==> src/rtl/std_fp_div_seq.sv <==
// Sequential unsigned fixed-point divider: out = (left << FRACT_WIDTH) / right,
// restoring division, one quotient bit per cycle, go/done handshake.
// Optional macro STD_FP_DIV_SEQ_SAT_EN adds an overflow output and saturates
// the quotient when it does not fit in WIDTH bits.
module std_fp_div_seq #(
  parameter int unsigned WIDTH       = 32,
  parameter int unsigned INT_WIDTH   = 16,
  parameter int unsigned FRACT_WIDTH = 16
) (
  input  logic             clk,
  input  logic             reset,
  input  logic             go,
  input  logic [WIDTH-1:0] left,
  input  logic [WIDTH-1:0] right,
  output logic [WIDTH-1:0] out_quotient,
  output logic [WIDTH-1:0] out_remainder,
  output logic             done,
`ifdef STD_FP_DIV_SEQ_SAT_EN
  output logic             overflow,
`endif
  output logic             div_by_zero
);

  localparam int unsigned N     = WIDTH + FRACT_WIDTH;
  localparam int unsigned CNT_W = $clog2(N + 1);

  // Format sanity check at elaboration
  if (INT_WIDTH + FRACT_WIDTH != WIDTH) begin : g_cfg_err
    $error("std_fp_div_seq: INT_WIDTH + FRACT_WIDTH must equal WIDTH");
  end

  typedef enum logic [1:0] {
    S_IDLE = 2'd0,
    S_BUSY = 2'd1,
    S_DONE = 2'd2
  } state_e;

  state_e           state_q, state_d;
  logic [N-1:0]     dvd_q, dvd_d;
  logic [WIDTH:0]   rem_q, rem_d;
  logic [N-1:0]     acc_q, acc_d;
  logic [WIDTH-1:0] div_q, div_d;
  logic [CNT_W-1:0] cnt_q, cnt_d;
  logic             zero_q, zero_d;
  logic [WIDTH-1:0] quo_q, quo_d;
  logic [WIDTH-1:0] rmd_q, rmd_d;
  logic             done_q, done_d;
  logic             dbz_q, dbz_d;
  logic             ovf_q, ovf_d;
  logic [WIDTH:0]   rem_sh;
  logic             q_bit;
  logic             unused_bits;

  // Top remainder bit is always clear after a step; upper quotient bits only feed saturation
  assign unused_bits = ^{rem_q[WIDTH], acc_q[N-1:WIDTH], ovf_q};

  // State and datapath registers
  always_ff @(posedge clk or negedge reset) begin
    if (!reset) begin
      state_q <= S_IDLE;
      dvd_q   <= '0;
      rem_q   <= '0;
      acc_q   <= '0;
      div_q   <= '0;
      cnt_q   <= '0;
      zero_q  <= 1'b0;
      quo_q   <= '0;
      rmd_q   <= '0;
      done_q  <= 1'b0;
      dbz_q   <= 1'b0;
      ovf_q   <= 1'b0;
    end else begin
      state_q <= state_d;
      dvd_q   <= dvd_d;
      rem_q   <= rem_d;
      acc_q   <= acc_d;
      div_q   <= div_d;
      cnt_q   <= cnt_d;
      zero_q  <= zero_d;
      quo_q   <= quo_d;
      rmd_q   <= rmd_d;
      done_q  <= done_d;
      dbz_q   <= dbz_d;
      ovf_q   <= ovf_d;
    end
  end

  // Next-state, restoring-division step and result capture
  always_comb begin
    state_d = state_q;
    dvd_d   = dvd_q;
    rem_d   = rem_q;
    acc_d   = acc_q;
    div_d   = div_q;
    cnt_d   = cnt_q;
    zero_d  = zero_q;
    quo_d   = quo_q;
    rmd_d   = rmd_q;
    done_d  = 1'b0;
    dbz_d   = dbz_q;
    ovf_d   = ovf_q;

    rem_sh = {rem_q[WIDTH-1:0], dvd_q[N-1]};
    q_bit  = (rem_sh >= {1'b0, div_q});

    unique case (state_q)
      S_IDLE: begin
        if (go) begin
          dvd_d   = {left, {FRACT_WIDTH{1'b0}}};
          rem_d   = '0;
          acc_d   = '0;
          div_d   = right;
          cnt_d   = '0;
          zero_d  = (right == '0);
          state_d = (right == '0) ? S_DONE : S_BUSY;
        end
      end
      S_BUSY: begin
        rem_d = q_bit ? (rem_sh - {1'b0, div_q}) : rem_sh;
        acc_d = {acc_q[N-2:0], q_bit};
        dvd_d = {dvd_q[N-2:0], 1'b0};
        cnt_d = cnt_q + CNT_W'(1);
        if (cnt_q == CNT_W'(N - 1)) begin
          state_d = S_DONE;
        end
      end
      S_DONE: begin
        state_d = S_IDLE;
        done_d  = 1'b1;
        if (zero_q) begin
          quo_d = '1;
          rmd_d = dvd_q[N-1 -: WIDTH];
          dbz_d = 1'b1;
          ovf_d = 1'b1;
        end else begin
          rmd_d = rem_q[WIDTH-1:0];
          dbz_d = 1'b0;
`ifdef STD_FP_DIV_SEQ_SAT_EN
          if (|acc_q[N-1:WIDTH]) begin
            quo_d = '1;
            ovf_d = 1'b1;
          end else begin
            quo_d = acc_q[WIDTH-1:0];
            ovf_d = 1'b0;
          end
`else
          quo_d = acc_q[WIDTH-1:0];
          ovf_d = 1'b0;
`endif
        end
      end
      default: state_d = S_IDLE;
    endcase
  end

  assign out_quotient  = quo_q;
  assign out_remainder = rmd_q;
  assign done          = done_q;
  assign div_by_zero   = dbz_q;
`ifdef STD_FP_DIV_SEQ_SAT_EN
  assign overflow      = ovf_q;
`endif

endmodule

==> config.mk <==
export PLATFORM = sky130hd
export DESIGN_NAME = std_fp_div_seq
export DESIGN_NICKNAME = d
export VERILOG_FILES = /design/src/rtl/std_fp_div_seq.sv
export SDC_FILE = /design/constraint.sdc
export NUM_CORES = 1
export LEC_CHECK = 0
export ABC_AREA = 1
export CAP_MARGIN = 30
export CORE_MARGIN = 2
export CORE_UTILIZATION = 50
export CTS_CLUSTER_DIAMETER = 80
export DETAILED_ROUTE_END_ITERATION = 7
export PLACE_DENSITY = 0.73
export SLEW_MARGIN = 20
export SYNTH_ARGS = -nofsm -noshare
export SYNTH_HDL_FRONTEND = slang
export SYNTH_SLANG_ARGS = --single-unit
==> constraint.sdc <==
create_clock -name clk -period 5.4 [get_ports clk]
set_input_delay 1.62 -clock clk [delete_from_list [all_inputs] [get_ports clk]]
set_output_delay 1.62 -clock clk [all_outputs]
set_load 0.01 [all_outputs]
==> impl_metrics.csv <==
group,metric,value,unit
clock_tree,clk_latency,0.51,ns
cells_and_area,design_area,0.0135,mm^2
sta,tightestPinTransition,0.877,ns
placed_design,gp_congestion,0.933,
sta,slew_headroom,41.4,%
die,die-area,0.0234,mm^2
sta,finalMaxSlewViolations,0,
worst_setup_path,critPathArrivalTime,3.64,ns
sta,timing.final.crit_period,3.24,ns
sta,timing.fmax,0.309,GHz
clock_tree,root_buffer,"clkbuf_16",
worst_setup_path,cp.required,5.80,ns
power,switching_share,45.7,%
synth,synth.distinct_cells,39,
power,switching_power,4.53,mW
cells_and_area,layout_commonest_cell,"nand2_1",
worst_setup_path,critPathTopFamily,"simple AND/OR/NAND/NOR gates",
synth,ys.flop_type,"dfrtp_1",
route,drc_errors,0,
cells_and_area,fin_util,61.8,%
placed_design,dp_cells,1857,
clock_tree,h-tree-depth,1,
cells_and_area,area_growth,21.5,%
route,drt-initial-drc-count,622,
worst_setup_path,timing.critical_path.mode_cell,"nand2_1",
sta,final_hold_viol_count,0,
synth,netlist_area,0.0111,mm^2
power,vdd_ir_drop_max,0.357,mV
worst_setup_path,crit_slowest_cell,"nor2_4",
synth,synth_edf_count,0,
cells_and_area,drive_gt1_share,5.07,%
grt,overflow,0,
route,viasPerCell,5.28,
power,combPwrFrac,56.1,%
synth,yosys_warnings,0,
clock_tree,post_cts.repair.setup_buffers,0,
grt,antenna_found_initial,0,
synth,synthArstFlopShare,100,%
grt,track_usage,25.4,%
route,drtAntennaViolNets,0,
power,p_seq_share,27.3,%
sta,rsz0062_at_grt,"false",
clock_tree,cts_hold_buf,0,
clock_tree,cts_sinks,203,
cells_and_area,diodes,0,
sta,setup_viol,0,
sta,finClkSkew,0.0171,ns
clock_tree,cts_tree,"yes",
worst_setup_path,end_kind,"flip-flop",
worst_setup_path,path_cells,"ha_1 > nand2_2 > inv_1 > a21oi_1 > nand2_1 > nand2_1 > nand2_1 > nor2_4 > nand2_4 > nand2_1 > nand2_1 > nand2_1 > nand2_1",
die,core_area,0.0218,mm^2
cells_and_area,fill_cells,1966,
die,io_pins,133,
clock_tree,cts_buffer_depth,3,
route,firstDrtPassIters,5,
grt,grt_max_degree,87,
grt,first_global_vias,9556,
cells_and_area,nNetsFinal,1703,
grt,grt_pass1_wl,48800,um
sta,whs,0.484,ns
power,power_density,735,mW/mm^2
die,fp.dieH,153,um
synth,synth_area_per_cell,7.45,um^2
worst_setup_path,worst-path-buf-inv,1,
outcome,status,"finished clean",
route,wl,29400,um
route,wire_per_inst,15.5,um
worst_setup_path,cp_max_fo,33,
placed_design,place_ws,1.82,ns
worst_setup_path,cp-start-kind,"flip-flop",
sta,fin_ws,2.16,ns
clock_tree,cts_resized,0,
die,die_w,153,um
sta,tns,0,ns
cells_and_area,final_cell_mix,"nand2_1, inv_1, dfrtp_1, clkdlybuf4s50_1, nor2_1",
sta,fin_crit_sh,60.0,%
power,p_leak,6.84,nW
synth,yosysSeqAreaShare,45.8,%
synth,syn_nets,1590,
die,initial_core_util,50.9,%
synth,synth_seq_cells,203,
placed_design,port_buffers,132,
clock_tree,cts_buffers,23,
placed_design,dpl_cell_area,0.0127,mm^2
synth,netlist_instances,1489,
worst_setup_path,cp_slowest_stage_delay,0.67,ns
worst_setup_path,crit_type,"flip-flop to flip-flop",
worst_hold_path,hp-class,"flip-flop to flip-flop",
placed_design,dp_hpwl,21300,um
clock_tree,clk_pin_slew_worst_paths,0.06,ns
cells_and_area,instances_no_fill,1897,
power,clockPowerShare,16.5,%
route,vias,10022,
run,maxCapViolations,0,
power,p_total,9.91,mW
die,rows,54,
power,p_int,5.38,mW
## worst paths after layout
| path | cells after the start | end | startpoint | slack (ns) |
|---|---|---|---|---|
| max in group asynchronous | 3 | acc_q[30] | reset | 3.25 |
| hold / removal | 2 | out_remainder[15] | out_remainder[15] | 0.48 |
| setup reg to reg | 13 | rem_q[31] | rem_q[22] | 2.16 |
| setup / recovery | 13 | rem_q[31] | rem_q[22] | 2.16 |
| min in group asynchronous | 1 | dvd_q[22] | reset | 1.02 |
| hold reg to reg | 2 | out_remainder[15] | out_remainder[15] | 0.48 |
## cell type report
cell class / instances / area [um^2] / share of cell area, %
inverters: 237 / 890 / 6.60
repair buffers: 146 / 1490 / 11.0
clock inverters: 7 / 116 / 0.863
clock buffers: 33 / 683 / 5.06
well taps: 280 / 350 / 2.60
flip-flops and latches: 203 / 5080 / 37.7
multi-input cells: 991 / 4880 / 36.2
## per-layer routing
| layer | global-route usage [%] | wire length, um |
|---|---|---|
| met5 | 0 | 0 |
| met4 | 4.94 | 524 |
| met3 | 3.40 | 1750 |
| met2 | 41.3 | 13400 |
| met1 | 36.8 | 13700 |
## synthesized netlist by cell type, types with 3 or more instances
master      n  share of area [%]
a21oi_1    50                2.3
a22oi_1    30                2.0
and2_1      3               0.17
buf_1       3               0.10
buf_2      11               0.50
buf_4       3               0.20
clkbuf_1   38                1.3
dfrtp_1   203                 46
ha_1       33                3.7
inv_1     233                7.9
inv_2       3               0.10
nand2_1   447                 15
nand2_2     6               0.34
nand3_1    79                3.6
nand3_2     7               0.63
nand3b_1   15                1.0
nand4_1     9               0.51
nor2_1    113                3.8
nor2_2      4               0.23
nor2_4      3               0.30
nor3_1      7               0.32
nor4_1      7               0.39
o21ai_0   109                4.9
o21ai_1     9               0.41
o21bai_1    4               0.27
o22ai_1    33                1.9
xnor2_1    13                1.0
## logic make-up (layout without fill, tap and decap cells)
group	Yosys count	count (layout)	share of synthesized area, %
buffers and inverters	295	423	10.4
xor gates and xnor gates	15	15	1.18
DFF	203	203	45.8
AOI/OAI and AO/OA	239	239	12.0
and+or+nand+nor	703	703	26.7
adders and majority gates	34	34	3.90
## tightest hold or removal path, delay by kind of cell (launching register included)
kind | cells | cell delay [ns]
AOI/OAI and AO/OA | 1 | 0.06
DFF | 1 | 0.34
and+or+nand+nor | 1 | 0.05
## registers in the layout, summed over array words and instances (netlist names)
signal and cells:
state_q 2, cnt_q 6, out_remainder 32, zero_q 1, div_by_zero 1, rem_q 32, acc_q 32, dvd_q 32
div_q 32, out_quotient 32, done 1
## power by group through the flow
| stage | Combinational (mW) | Sequential [mW] | Clock, mW |
|---|---|---|---|
| 6_report | 5.56 | 2.71 | 1.64 |
| 3_3_place_gp | 5.41 | 2.70 | 0 |
| 2_1_floorplan | 3.91 | 2.68 | 0 |
| 3_5_place_dp | 5.51 | 2.72 | 0 |
| 5_1_grt | 6.32 | 2.79 | 1.73 |
| 4_1_cts | 5.55 | 2.70 | 1.66 |
Note: power is estimated with default switching activity, not from simulation.
